===== src/rtl/axis_gate_pkg.sv =====
// Shared types and helpers for the gated stream packetizer.
package axis_gate_pkg;

    typedef enum logic [1:0] {
        IDLE  = 2'd0,
        PASS  = 2'd1,
        FLUSH = 2'd2
    } gate_state_t;

    localparam int unsigned SAT_MAX_WIDTH = 64;

    // All-ones value of a counter 'width' bits wide (width <= SAT_MAX_WIDTH).
    function automatic logic [SAT_MAX_WIDTH-1:0] sat_max(input int unsigned width);
        return {SAT_MAX_WIDTH{1'b1}} >> (SAT_MAX_WIDTH - width);
    endfunction

endpackage


===== src/rtl/axis_gate_outreg.sv =====
// Output register O of the gated packetizer: one AXI-Stream slot with
// load port and the "slot free" indication used for input back-pressure.
module axis_gate_outreg #(
    parameter int unsigned DATA_WIDTH = 32
) (
    input  logic                  aclk,
    input  logic                  aresetn,
    input  logic                  load,
    input  logic [DATA_WIDTH-1:0] load_data,
    input  logic                  load_last,
    input  logic                  m_axis_tready,
    output logic [DATA_WIDTH-1:0] m_axis_tdata,
    output logic                  m_axis_tvalid,
    output logic                  m_axis_tlast,
    output logic                  ofree
);

    assign ofree = ~m_axis_tvalid | m_axis_tready;

    // Load wins over drain; a handshake without reload empties the slot.
    always_ff @(posedge aclk) begin
        if (!aresetn) begin
            m_axis_tvalid <= 1'b0;
            m_axis_tdata  <= '0;
            m_axis_tlast  <= 1'b0;
        end else if (load) begin
            m_axis_tvalid <= 1'b1;
            m_axis_tdata  <= load_data;
            m_axis_tlast  <= load_last;
        end else if (m_axis_tready) begin
            m_axis_tvalid <= 1'b0;
            m_axis_tlast  <= 1'b0;
        end
    end

endmodule


===== src/rtl/axis_gate_packer.sv =====
// Gated AXI-Stream packetizer: forwards samples only while gate_flag is high
// and reports the number of accepted beats per window on sts_data.
// Optional feature macro: AXIS_GATE_PACKER_TLAST_EN adds a hold register and
// a FLUSH state so the final beat of each window carries tlast.
module axis_gate_packer
    import axis_gate_pkg::*;
#(
    parameter int unsigned AXIS_TDATA_WIDTH = 32,
    parameter int unsigned CNTR_WIDTH       = 32
) (
    input  logic                        aclk,
    input  logic                        aresetn,
    input  logic                        gate_flag,
    output logic                        busy,
    output logic [CNTR_WIDTH-1:0]       sts_data,
    output logic                        s_axis_tready,
    input  logic [AXIS_TDATA_WIDTH-1:0] s_axis_tdata,
    input  logic                        s_axis_tvalid,
    input  logic                        m_axis_tready,
    output logic [AXIS_TDATA_WIDTH-1:0] m_axis_tdata,
    output logic                        m_axis_tvalid,
    output logic                        m_axis_tlast
);

    localparam logic [CNTR_WIDTH-1:0] CNT_MAX = CNTR_WIDTH'(sat_max(CNTR_WIDTH));

    gate_state_t                 state;
    logic [CNTR_WIDTH-1:0]       cnt;
    logic                        ofree;
    logic                        accept;
    logic                        o_load;
    logic [AXIS_TDATA_WIDTH-1:0] o_data;
    logic                        o_last;

    assign sts_data = cnt;
    assign accept   = s_axis_tvalid & s_axis_tready;

`ifdef AXIS_GATE_PACKER_TLAST_EN
    logic                        h_valid;
    logic [AXIS_TDATA_WIDTH-1:0] h_data;
    logic                        flush_go;

    // Holding one beat back lets the window close with tlast on the real last beat.
    assign s_axis_tready = (state == PASS) & gate_flag & (~h_valid | ofree);
    assign flush_go      = (state == FLUSH) & ofree;
    assign o_load        = flush_go | (accept & h_valid);
    assign o_data        = h_data;
    assign o_last        = flush_go;

    // Hold register H: captures each accepted beat, emptied by the flush.
    always_ff @(posedge aclk) begin
        if (!aresetn) begin
            h_valid <= 1'b0;
            h_data  <= '0;
        end else if (accept) begin
            h_valid <= 1'b1;
            h_data  <= s_axis_tdata;
        end else if (flush_go) begin
            h_valid <= 1'b0;
        end
    end
`else
    assign s_axis_tready = (state == PASS) & gate_flag & ofree;
    assign o_load        = accept;
    assign o_data        = s_axis_tdata;
    assign o_last        = 1'b0;
`endif

    // Window FSM with registered busy and the saturating beat counter.
    always_ff @(posedge aclk) begin
        if (!aresetn) begin
            state <= IDLE;
            busy  <= 1'b0;
            cnt   <= '0;
        end else begin
            if (accept && (cnt != CNT_MAX)) begin
                cnt <= cnt + CNTR_WIDTH'(1);
            end
            case (state)
                IDLE: begin
                    if (gate_flag) begin
                        state <= PASS;
                        busy  <= 1'b1;
                        cnt   <= '0;
                    end
                end
                PASS: begin
                    if (!gate_flag) begin
`ifdef AXIS_GATE_PACKER_TLAST_EN
                        if (h_valid) begin
                            state <= FLUSH;
                        end else begin
                            state <= IDLE;
                            busy  <= 1'b0;
                        end
`else
                        state <= IDLE;
                        busy  <= 1'b0;
`endif
                    end
                end
`ifdef AXIS_GATE_PACKER_TLAST_EN
                FLUSH: begin
                    if (ofree) begin
                        state <= IDLE;
                        busy  <= 1'b0;
                    end
                end
`endif
                default: begin
                    state <= IDLE;
                    busy  <= 1'b0;
                end
            endcase
        end
    end

    axis_gate_outreg #(
        .DATA_WIDTH(AXIS_TDATA_WIDTH)
    ) u_outreg (
        .aclk         (aclk),
        .aresetn      (aresetn),
        .load         (o_load),
        .load_data    (o_data),
        .load_last    (o_last),
        .m_axis_tready(m_axis_tready),
        .m_axis_tdata (m_axis_tdata),
        .m_axis_tvalid(m_axis_tvalid),
        .m_axis_tlast (m_axis_tlast),
        .ofree        (ofree)
    );

endmodule


===== config.mk =====
export PLATFORM = sky130hd
export DESIGN_NAME = axis_gate_packer
export DESIGN_NICKNAME = d
export VERILOG_FILES = /design/src/rtl/axis_gate_pkg.sv /design/src/rtl/axis_gate_outreg.sv /design/src/rtl/axis_gate_packer.sv
export SDC_FILE = /design/constraint.sdc
export NUM_CORES = 1
export LEC_CHECK = 0
export CORE_UTILIZATION = 65
export CTS_CLUSTER_DIAMETER = 40
export DETAILED_ROUTE_END_ITERATION = 12
export DONT_BUFFER_PORTS = 1
export PLACE_DENSITY = 0.81
export SYNTH_ARGS = -nofsm -noshare
export SYNTH_HDL_FRONTEND = slang
export SYNTH_SLANG_ARGS = --single-unit

===== constraint.sdc =====
create_clock -name aclk -period 4.4 [get_ports aclk]
set_input_delay 0.22 -clock aclk [delete_from_list [all_inputs] [get_ports aclk]]
set_output_delay 0.22 -clock aclk [all_outputs]
set_load 0.02 [all_outputs]

Word-level counts from Yosys, hierarchy flattened. Cells that the tools add are included.

Register bits after elaboration: 68. Bits in latches: 0. RAM bits: 0. Memory bits (read-only): 0. Output and inout bits: 68. Logic and storage cells: 30. Memories: 0.

Add/sub/neg operators: 1. Multipliers: 0. Div/mod/pow operators: 0. Order comparisons: 0. Eq/ne operators: 4. Shift-type cells: 0. Multiplexer cells: 11. Bitwise logic cells: 5. Reductions and logical operators: 4.

Operators with widths (count): 32-bit 2-to-1 mux (3); 32-bit by 1-bit adder with 32-bit output, second input constant (1); 32-bit inequality test, second input constant (1); 1-bit 2-to-1 mux (4); 2-bit 2-to-1 mux (2); 2-bit inequality test, second input constant (2); 2-bit case mux with 2 select lines (1); 1-bit bitwise AND (3); 2-bit by 1-bit equality test with 1-bit output, second input constant (1); 2-bit zero test (1); 1-bit case mux with 2 select lines (1); 2-bit AND reduction (1); 2-bit nonzero test (1); 1-bit logical AND (1); 1-bit NOT (1); 1-bit OR (1).

Logic depth before layout (Yosys ltp). Gate-level depths: netlist of the first run.

Depth after elaboration: 8. Mapped depth: 7. Depth with buffers taken out: 6.

Cells and area by module. From an unflattened synthesis of the first run, not the netlist that was laid out.

Cell total of the unflattened synthesis: 323. Area, all modules: 3070.4 µm².

Modules (own cells, without submodules): axis_gate_packer (times used 1, cells each 213, area an instance 1750.4 µm²); axis_gate_outreg (times used 1, cells each 110, area an instance 1320.0 µm²).

Worst setup path after synthesis of the first run. Ideal clock, no wire load.

Kind: register -> register. From: reg cnt[13] (netlist: sts_data[13]). To: reg cnt[20] (netlist: sts_data[20]). Setup time: 0.070 ns. Arrival: 1.998 ns. Data required time: 4.330 ns. Slack: 2.332 ns. Cell stages (with the launch flop): 6. Period minus slack after synthesis: 2.068 ns. Cell sequence: dfxtp_1 -> nand4_2 -> or4_1 -> a2111o_1 -> or3_1 -> a21oi_1.

Longest elaborated chain between the ends: 5.

RTL lines: start, declared (line axis_gate_packer.sv:28) `logic [CNTR_WIDTH-1:0] cnt;`; start signal, assigned (line axis_gate_packer.sv:77) `cnt <= cnt + CNTR_WIDTH'(1);`; branches (longest 2 deep; another with 32-bit by 1-bit adder with 32-bit output); 32-bit 2-to-1 mux * (line axis_gate_packer.sv:76) `if (accept && (cnt != CNT_MAX)) begin`; 32-bit 2-to-1 mux (line axis_gate_packer.sv:81) `if (gate_flag) begin`; 32-bit 2-to-1 mux * (line axis_gate_packer.sv:79) `case (state)`.

Every way passes the cells marked *. A chain may end at the register's enable or synchronous reset.

Final worst setup path of the first run.
From: reg cnt[13] (netlist: sts_data[13]). To: reg cnt[4] (netlist: sts_data[4]).

Longest elaborated chain between the ends: 5.

RTL lines (line): 32-bit inequality test * (axis_gate_packer.sv:76); 1-bit logical AND * (axis_gate_packer.sv:76); 32-bit 2-to-1 mux * (axis_gate_packer.sv:76); 32-bit 2-to-1 mux (axis_gate_packer.sv:81); 32-bit 2-to-1 mux * (axis_gate_packer.sv:79).

Every way passes the cells marked *; elsewhere a longest branch is shown, timed or not.

==> results.json, run 1 <==
{
  "hold_ws_ns": 0.00786,
  "grt_pass1_vias": 2510,
  "wl_per_cell_um": 15.4,
  "synth_largest_area_cell": "dfxtp_1",
  "min-delay-path-class": "primary input to register",
  "syn-mean-instance-area_um2": 8.20,
  "totalWireLength_um": 6450,
  "fin_crit_sh_pct": 61.7,
  "post_cts_buffers": 0,
  "synth_seq_area_share_pct": 44.0,
  "fillers": 361,
  "drive_gt1_share_pct": 6.28,
  "start_util_pct": 68.4,
  "critPathBufInv": 0,
  "synthesis.area_um2": 3000,
  "required_ns": 4.68,
  "p_total_mw": 1.22,
  "finalSetupViolCount": 0,
  "grt_pass1_wl_um": 10900,
  "place.gp.congestion": 0.833,
  "synth_top_area_share_pct": 44.0,
  "drc_errors": 0,
  "cp-end-kind": "register",
  "clk_pin_slew_ns": 0.07,
  "finalSetupTns_ns": 0,
  "p_leak_nw": 0.975,
  "syn_to_final_growth_pct": 6.76,
  "arrival_ns": 2.99,
  "mostFrequentLayoutCells": "nand2_1 (80), dfxtp_1 (66), a21boi_0 (33)",
  "slew-limit-headroom_pct": 27.7,
  "clkSinkCount": 66,
  "final_common_cell": "nand2_1",
  "vias": 2637,
  "first_pass_iters": 4,
  "portBuffers": 0,
  "yosys_warnings": 0,
  "syn_inst": 366,
  "diodes": 0,
  "final_antenna_net_count": 0,
  "hold_buffers": 2,
  "crit_chain": "nand4_2, nor4_2, and4_1, o21ai_0, a21oi_1",
  "drt-initial-drc-count": 220,
  "hpwl_um": 4490,
  "nets": 401,
  "synth.distinct_cells": 44,
  "max_freq_ghz": 0.368,
  "slew_viol_final": 0,
  "grt_use_total_pct": 27.7,
  "die_width_um": 69.9,
  "rows": 24,
  "cts-buffers-inserted": 9,
  "worstPathMaxFanout": 14,
  "slowest_stage": "nor4_2",
  "crit_path_start_kind": "register",
  "grt_start_max_net_pins": 41,
  "fin_skew_ns": 0.00724,
  "antenna_found_initial": 0,
  "grt_overflow": 0,
  "core_area_um2": 4380,
  "peakVddDrop_uv": 265,
  "hold_viol": 0,
  "status": "complete, no violations",
  "clock_tree.buffer_depth": 2,
  "maxCapViolCount": 0,
  "yosys_register_bits": 66,
  "cts_resized": 0,
  "cts_tree": "built",
  "io_pins": 105,
  "cts_htree_levels": 3,
  "root_buffer": "clkbuf_8",
  "syn_nets": 405,
  "powerDensity_nw_per_um2": 380,
  "critPathTopFamily": "simple AND/OR/NAND/NOR gates",
  "rsz0062_at_grt": "false",
  "die_h_um": 69.9,
  "max_stage_delay_ns": 0.95,
  "fin_area_um2": 3200,
  "placed_area_um2": 3010,
  "clk-insertion-delay-late_ns": 0.35,
  "worstSetupPathType": "register to register",
  "dieArea_um2": 4890,
  "netlist_top_cells_area": "dfxtp_1 (44%), nand2_1 (10%), a21boi_0 (8.3%)",
  "postLayoutCoreUtil_pct": 73.1,
  "tightest_slew_ns": 1.08,
  "layout_min_cycle_time_ns": 2.72,
  "vias_per_cell": 6.31
}
-- path summary, 6_finish.rpt --
path | slack [ns] | endpoint | startpoint | depth (start not counted)
worst max-delay path | 1.68 | sts_data[4] | sts_data[13] | 5
worst min-delay path | 0.008 | u_outreg.m_axis_tdata[5] | s_axis_tdata[5] | 2
worst max register to register | 1.68 | sts_data[4] | sts_data[13] | 5
worst min register to register | 0.56 | u_outreg.m_axis_tdata[5] | u_outreg.m_axis_tdata[5] | 2
-- layer usage --
metal / global-route usage, % / share of wire, % / wire (um) / up-vias
met5: 0 / 0 / 0 / -
met4: 15.6 / 1.8 / 116 / 0
met3: 7.94 / 7.4 / 475 / 14
met2: 45.7 / 48 / 3130 / 95
met1: 32.0 / 42 / 2730 / 1207
li1: - / - / - / 1321
-- kinds of logic after synthesis --
group | share of synthesized area, %
compound gates | 21.4
other cells | 0.125
flops | 44.0
fa+ha+maj | 0.834
xor+xnor | 0.876
buf+inv | 3.54
mux | 0.334
simple gates | 28.9
-- cell usage after synthesis --
| master | count |
|---|---|
| buf_2 | 1 |
| a21boi_0 | 33 |
| nand3_1 | 21 |
| nor4_2 | 1 |
| or3_1 | 9 |
| clkbuf_1 | 17 |
| a41o_1 | 1 |
| nand4b_1 | 2 |
| o211ai_1 | 1 |
| ha_1 | 2 |
| a21oi_1 | 25 |
| nand4_2 | 1 |
| and4_1 | 5 |
| nor2_1 | 9 |
| and2_1 | 3 |
| o21a_1 | 1 |
| buf_1 | 1 |
| a311oi_1 | 2 |
| o21ai_0 | 12 |
| buf_4 | 1 |
| a31o_2 | 1 |
| o311ai_0 | 1 |
| and3_1 | 8 |
| a21o_1 | 1 |
| xor2_1 | 1 |
| nor3_1 | 2 |
| conb_1 | 1 |
| a211oi_1 | 1 |
| nand4_1 | 8 |
| nand2_1 | 80 |
| o31ai_1 | 11 |
| or4_1 | 12 |
| dfxtp_1 | 66 |
| or4b_1 | 1 |
| a2111o_1 | 2 |
| o41ai_1 | 2 |
| nor4_1 | 3 |
| inv_1 | 7 |
| xnor2_1 | 2 |
| or2_0 | 2 |
| mux2i_1 | 1 |
| nand2b_1 | 3 |
| nor2b_1 | 1 |
| a2111oi_1 | 1 |
-- worst reg2reg max path: cells and delay by family (launching register included) --
kind,cells,cell delay [ns]
AOI/OAI and AO/OA,2,0.30
DFF,1,0.58
and+or+nand+nor,3,1.75
-- report_power, final --
part           leakage (nW)  internal (mW)  total, mW  switching (mW)
clock network        0.0879          0.214      0.444           0.230
registers             0.533          0.624      0.678          0.0538
logic                 0.354         0.0336     0.0954          0.0618
total                 0.975          0.872       1.22           0.345
-- sequential cells by signal, indices dropped and copies added, names as in the netlist --
| signal | cells |
|---|---|
| busy | 1 |
| sts_data | 32 |
| u_outreg.m_axis_tdata | 32 |
| u_outreg.m_axis_tvalid | 1 |
-- stage by stage --
step	worst slack, ns	std cells
finish	1.68	418
global route	1.46	418
CTS	1.73	418
detailed placement	1.77	401
global placement	1.84	401
floorplan	2.33	366
-- final cells by class --
| type | instances | area, um^2 | share of cell area, % |
|---|---|---|---|
| Clock buffer | 10 | 138 | 4.30 |
| Timing Repair Buffer | 5 | 42.5 | 1.33 |
| Clock inverter | 5 | 31.3 | 0.977 |
| Inverter | 7 | 26.3 | 0.820 |
| Sequential cell | 66 | 1320 | 41.3 |
| Tap cell | 52 | 65.1 | 2.03 |
| Multi-Input combinational cell | 273 | 1580 | 49.3 |
(Power assumes the default switching activity.)
==> run 2, diff against run 1 <==
Settings changed: CORE_UTILIZATION 65 to 56, PLACE_DENSITY 0.81 to 0.74.
Clock period 4.4 ns to 2.2 ns, I/O delays scaled along.
==> run 2 against run 1 <==
- clock skew is 0.00051 ns lower
- cell count is 20% higher
- worst setup slack worse by 1.5 ns
- first-iteration DRC count is 20% lower
- via count is 11% higher
- sequential share of layout area is 7.2 points lower
- clock power grew to 2.5 times the previous value
- worst hold slack better by 0.021 ns
- count of clock-buffer cells in the layout is 4 higher
- cell area is 21% higher
- sequential power is 96% higher
- critical endpoint is now sts_data[28]
- largest power group unchanged
- highest routed layer unchanged
==> results.json, run 2 (synthesized netlist as in run 1, its figures left out) <==
{
  "slew-limit-headroom_pct": 34.9,
  "clock_tree.buffer_depth": 2,
  "cts-buffers-inserted": 9,
  "hpwl_um": 5260,
  "place.gp.congestion": 0.811,
  "clkSinkCount": 66,
  "die_width_um": 75.2,
  "crit_chain": "nand4_2, or4_1, a2111o_1, or3_1, a21oi_1",
  "totalWireLength_um": 8010,
  "crit_end": "sts_data[28]",
  "fin_crit_sh_pct": 92.4,
  "wl_per_cell_um": 16.0,
  "grt_start_max_net_pins": 35,
  "post_cts_buffers": 0,
  "ff2ff_path_depth": 5,
  "hold_viol": 0,
  "portBuffers": 0,
  "rsz0062_at_grt": "false",
  "slew_viol_final": 0,
  "drive_gt1_share_pct": 14.1,
  "antenna_found_initial": 0,
  "root_buffer": "clkbuf_8",
  "grt_pass1_vias": 2730,
  "nets": 467,
  "p_total_mw": 2.76,
  "r2r_end": "sts_data[28]",
  "mostFrequentLayoutCells": "nand2_1 (80), dfxtp_1 (66), buf_4 (37)",
  "r2r_slack_ns": 0.17,
  "syn_to_final_growth_pct": 29.1,
  "tightest_slew_ns": 0.973,
  "io_pins": 105,
  "final_antenna_net_count": 0,
  "powerDensity_nw_per_um2": 711,
  "vias_per_cell": 5.85,
  "peakVddDrop_uv": 504,
  "dieArea_um2": 5650,
  "finalSetupViolCount": 0,
  "core_area_um2": 5140,
  "cp.depth": 5,
  "rows": 26,
  "min-delay-path-class": "primary input to register",
  "finalSetupTns_ns": 0,
  "critPathTopFamily": "simple AND/OR/NAND/NOR gates",
  "drc_errors": 0,
  "clk_pin_slew_ns": 0.07,
  "max_stage_delay_ns": 0.56,
  "critPathBufInv": 0,
  "cts_htree_levels": 3,
  "grt_use_total_pct": 29.2,
  "vias": 2935,
  "cp-end-kind": "register",
  "layout_min_cycle_time_ns": 2.03,
  "die_h_um": 75.2,
  "status": "complete, no violations",
  "postLayoutCoreUtil_pct": 75.4,
  "p_leak_nw": 1.32,
  "start_util_pct": 58.4,
  "fillers": 395,
  "diodes": 0,
  "drt-initial-drc-count": 175,
  "maxCapViolCount": 0,
  "crit_start": "sts_data[13]",
  "cts_tree": "built",
  "required_ns": 2.47,
  "reg2reg_from": "sts_data[13]",
  "first_pass_iters": 4,
  "fin_skew_ns": 0.00673,
  "clk-insertion-delay-late_ns": 0.34,
  "grt_pass1_wl_um": 12500,
  "slowest_stage": "or4_1",
  "arrival_ns": 2.30,
  "worstSetupPathType": "register to register",
  "grt_overflow": 0,
  "worstPathMaxFanout": 6,
  "max_freq_ghz": 0.492,
  "crit_path_start_kind": "register",
  "final_common_cell": "nand2_1"
}
==> run 2: changes by cell type in the layout (fill, tap and decap cells not counted), sizes merged <==
cell	delta
clkinvlp	-1
dlygate4sd3	+32
clkinv	-4
buf	+34
bufinv	+1
clkbuf	+4
==> run 2: routing by layer <==
metal	GRT usage [%]	up-vias	routed length (um)
met5	0	-	0
met4	11.7	0	165
met3	8.03	17	535
met2	49.1	105	4010
met1	35.5	1366	3300
li1	-	1447	-
==> run 2: layout make-up <==
cell class / instances / area, um^2 / share of cell area, %
Clock buffer: 14 / 193 / 4.97
Clock inverter: 1 / 30.0 / 0.775
Inverter: 7 / 26.3 / 0.678
Multi-Input combinational cell: 273 / 1600 / 41.3
Sequential cell: 66 / 1320 / 34.1
Tap cell: 70 / 87.6 / 2.26
Timing Repair Buffer: 71 / 618 / 16.0
==> run 2: report_power, final <==
group          total [mW]  switching (mW)  internal (mW)
sequential           1.33          0.0864           1.25
clock                1.12           0.447          0.673
combinational       0.302           0.175          0.127
total                2.76           0.709           2.05
==> run 2: worst min path at each step <==
stage / startpoint / to / slack, ns / cells after the start
floorplan: s_axis_tdata[0] / u_outreg.m_axis_tdata[0] / 0.25 / 2
global placement: aresetn / busy / 0.24 / 1
detailed placement: aresetn / busy / 0.24 / 1
CTS: aresetn / sts_data[8] / 0.02 / 2
global route: aresetn / sts_data[12] / 0.06 / 2
finish: aresetn / sts_data[8] / 0.03 / 2
==> run 2: stage by stage <==
step / hold slack [ns] / instances / worst slack [ns] / cell area, um^2
final: 0.0284 / 502 / 0.167 / 3870
after detailed placement: 0.238 / 453 / 0.187 / 3290
after global routing: 0.0580 / 502 / 0.0400 / 3870
after global placement: 0.235 / 453 / 0.189 / 3290
after floorplan: 0.255 / 366 / 0.132 / 3000
after CTS: 0.0245 / 502 / 0.171 / 3850
==> run 2: what timing repair did <==
| action | CTS | global route |
|---|---|---|
| hold buffers | 34 | 0 |
| gates resized for setup | 0 | 4 |
| setup endpoints to repair | 0 | 6 |
| endpoints found under the hold margin | 34 | 0 |
==> run 3, diff against run 2 <==
Settings changed: SYNTH_HIERARCHICAL set to 1.
==> run 3 against run 2 <==
- routed wire length is 1.5% lower
- worst hold slack worse by 0.010 ns
- register-to-register slack worse by 0.07 ns
- power is 16% higher
- global-route usage is 0.98 points lower
- first-iteration DRC count is 34% lower
- cell area is 4.4% higher
- highest routed layer unchanged
==> results.json, run 3 <==
{
  "grt.busiest_layer": "met2",
  "p_total_mw": 3.18,
  "nets": 437,
  "cts_tree": "built",
  "synth.distinct_cells": 47,
  "grt_pass1_wl_um": 12900,
  "cts_htree_levels": 3,
  "mostFrequentLayoutCells": "dfxtp_1 (60), buf_4 (45), dlygate4sd3_1 (33)",
  "die_h_um": 76.0,
  "switching_power_uw": 743,
  "synth_edf_count": 0,
  "die_width_um": 76.0,
  "wl_per_cell_um": 16.7,
  "worstPathMaxFanout": 5,
  "place.gp.congestion": 0.922,
  "root_buffer": "clkbuf_8",
  "rsz0062_at_grt": "false",
  "min-delay-path-class": "primary input to register",
  "finalSetupViolCount": 0,
  "final_cells": 473,
  "dp_cells": 424,
  "yosysMostFrequentCell": "dfxtp_1",
  "tightest_slew_ns": 0.842,
  "power_frac_comb_pct": 10.6,
  "synth-simple-area-share_pct": 26.5,
  "cts-buffers-inserted": 9,
  "grt_use_met3_pct": 7.43,
  "cellInternalPower_mw": 2.44,
  "first_pass_iters": 4,
  "clock_tree.buffer_depth": 2,
  "synth-xor-area-share_pct": 2.85,
  "final_antenna_net_count": 0,
  "slew_viol_final": 0,
  "pre_cts_slack_ns": -0.0165,
  "grt_pass1_vias": 2703,
  "clkSinkCount": 67,
  "crit_path_start_kind": "register",
  "grtUsageMet1_pct": 32.7,
  "synth_top_family_by_area": "simple AND/OR/NAND/NOR gates",
  "totalWireLength_um": 7890,
  "syn-mean-instance-area_um2": 9.51,
  "vias": 2699,
  "slew-limit-headroom_pct": 43.7,
  "start_util_pct": 59.0,
  "fillers": 363,
  "powerDensity_nw_per_um2": 787,
  "met2_usage_pct": 48.1,
  "synthFlopType": "dfxtp_1",
  "synth_compound_area_share_pct": 10.8,
  "fin_skew_ns": 0.00955,
  "fin_crit_sh_pct": 95.7,
  "rows": 26,
  "portBuffers": 0,
  "p_clk_share_pct": 46.9,
  "grt_overflow": 0,
  "layout_min_cycle_time_ns": 2.10,
  "drt-initial-drc-count": 116,
  "drive_gt1_share_pct": 20.6,
  "p_leak_nw": 1.40,
  "swShare_pct": 23.3,
  "io_pins": 105,
  "synth_largest_area_cell": "dfxtp_1",
  "clk_pin_slew_ns": 0.08,
  "hold_viol": 0,
  "cp-end-kind": "register",
  "dieArea_um2": 5780,
  "synthMuxAreaShare_pct": 10.4,
  "yosys_register_bits": 67,
  "syn_inst": 323,
  "synth_common_cells": "dfxtp_1 (67), mux2i_1 (32), nor2b_1 (32)",
  "hpwl_um": 4970,
  "grt_start_max_net_pins": 36,
  "required_ns": 2.42,
  "diodes": 0,
  "syn_to_final_growth_pct": 31.7,
  "arrival_ns": 2.32,
  "antenna_found_initial": 0,
  "final_common_cell": "dfxtp_1",
  "drc_errors": 0,
  "synth_seq_area_share_pct": 43.7,
  "async_reset_ff_share_pct": 0,
  "synthAdderAreaFrac_pct": 0.815,
  "yosys_warnings": 6,
  "peakVddDrop_uv": 564,
  "core_area_um2": 5200,
  "netlist_top_cells_area": "dfxtp_1 (44%), mux2i_1 (10%), nor2b_1 (6.5%)",
  "worstSetupPathType": "register to register",
  "vias_per_cell": 5.71,
  "synth_top_area_share_pct": 43.7,
  "syn_nets": 362,
  "setup_ws_ns": 0.0953,
  "clk-insertion-delay-late_ns": 0.34,
  "maxCapViolCount": 0,
  "grt_use_total_pct": 28.2,
  "synthesis.area_um2": 3070,
  "max_freq_ghz": 0.475,
  "status": "complete, no violations",
  "seqPwrFrac_pct": 42.5,
  "post_cts_buffers": 0
}
==> run 3: cell count changes after synthesis, sizes merged, moves of 8 or more <==
cell    change
nor2        +8
nand2      -64
a21boi     -32
nor2b      +31
clkbuf     -10
a21oi       -9
nand3       -8
mux2i      +31
==> run 3: cell type report <==
class,instances,area (um^2),share of cell area (%)
clock inverters,6,159,3.93
flip-flops and latches,67,1350,33.4
repair buffers,79,688,17.0
inverters,5,18.8,0.464
well taps,70,87.6,2.17
multi-input cells,236,1600,39.6
clock buffers,10,138,3.40
==> run 3: metal layers <==
metal / up-vias / part of all wire [%]
li1: 1320 / -
met2: 98 / 49
met3: 17 / 6.8
met4: 0 / 2.5
met1: 1264 / 41
met5: - / 0
==> run 3: repair_timing <==
| item | 4_1_cts | 5_1_grt |
|---|---|---|
| resized for setup | 1 | 2 |
| setup endpoints to repair | 2 | 15 |
| endpoints found under the hold margin | 34 | 0 |
| hold buffers | 33 | 0 |
==> run 3: power by group through the flow <==
stage / logic [mW] / clock network, mW / registers, mW
after global routing: 0.364 / 1.57 / 1.36
final: 0.338 / 1.49 / 1.35
after floorplan: 0.216 / 0 / 1.39
after CTS: 0.328 / 1.51 / 1.35
after global placement: 0.263 / 0 / 1.38
after detailed placement: 0.272 / 0 / 1.38
==> run 3: critical path, stage by stage, from the launching register on <==
cell and delay [ns]:
dfxtp_1 0.35, ha_1 0.23, nand2_1 0.12, or3_1 0.51
nor4_2 0.43, buf_4 0.19, or4_1 0.10, a21oi_1 0.05
==> run 3: cells by family after synthesis <==
| kind of cell | Yosys count |
|---|---|
| and+or+nand+nor | 140 |
| adders and majority gates | 2 |
| AOI/OAI and AO/OA | 51 |
| buffers and inverters | 20 |
| muxes | 32 |
| xor gates and xnor gates | 10 |
| other | 1 |
| DFF | 67 |
==> run 3: final timing paths <==
kind | from | endpoint | slack [ns] | cells past startpoint
worst min register to register | sts_data[5] | sts_data[5] | 0.53 | 2
worst min-delay path | m_axis_tready | u_outreg/m_axis_tvalid | 0.02 | 2
worst max-delay path | sts_data[0] | sts_data[29] | 0.1 | 7
worst max register to register | sts_data[0] | sts_data[29] | 0.1 | 7
==> run 3: through the flow <==
stage / cell area [um^2] / util (%) / hold slack (ns) / setup TNS (ns)
3_3_place_gp: 3400 / 65.4 / 0.236 / -0.114
3_5_place_dp: 3400 / 65.4 / 0.246 / -0.0165
6_report: 4040 / 77.7 / 0.0180 / 0
4_1_cts: 4040 / 77.5 / 0.00638 / 0
2_1_floorplan: 3080 / - / 0.232 / 0
5_1_grt: 4040 / 77.7 / 0.0266 / 0
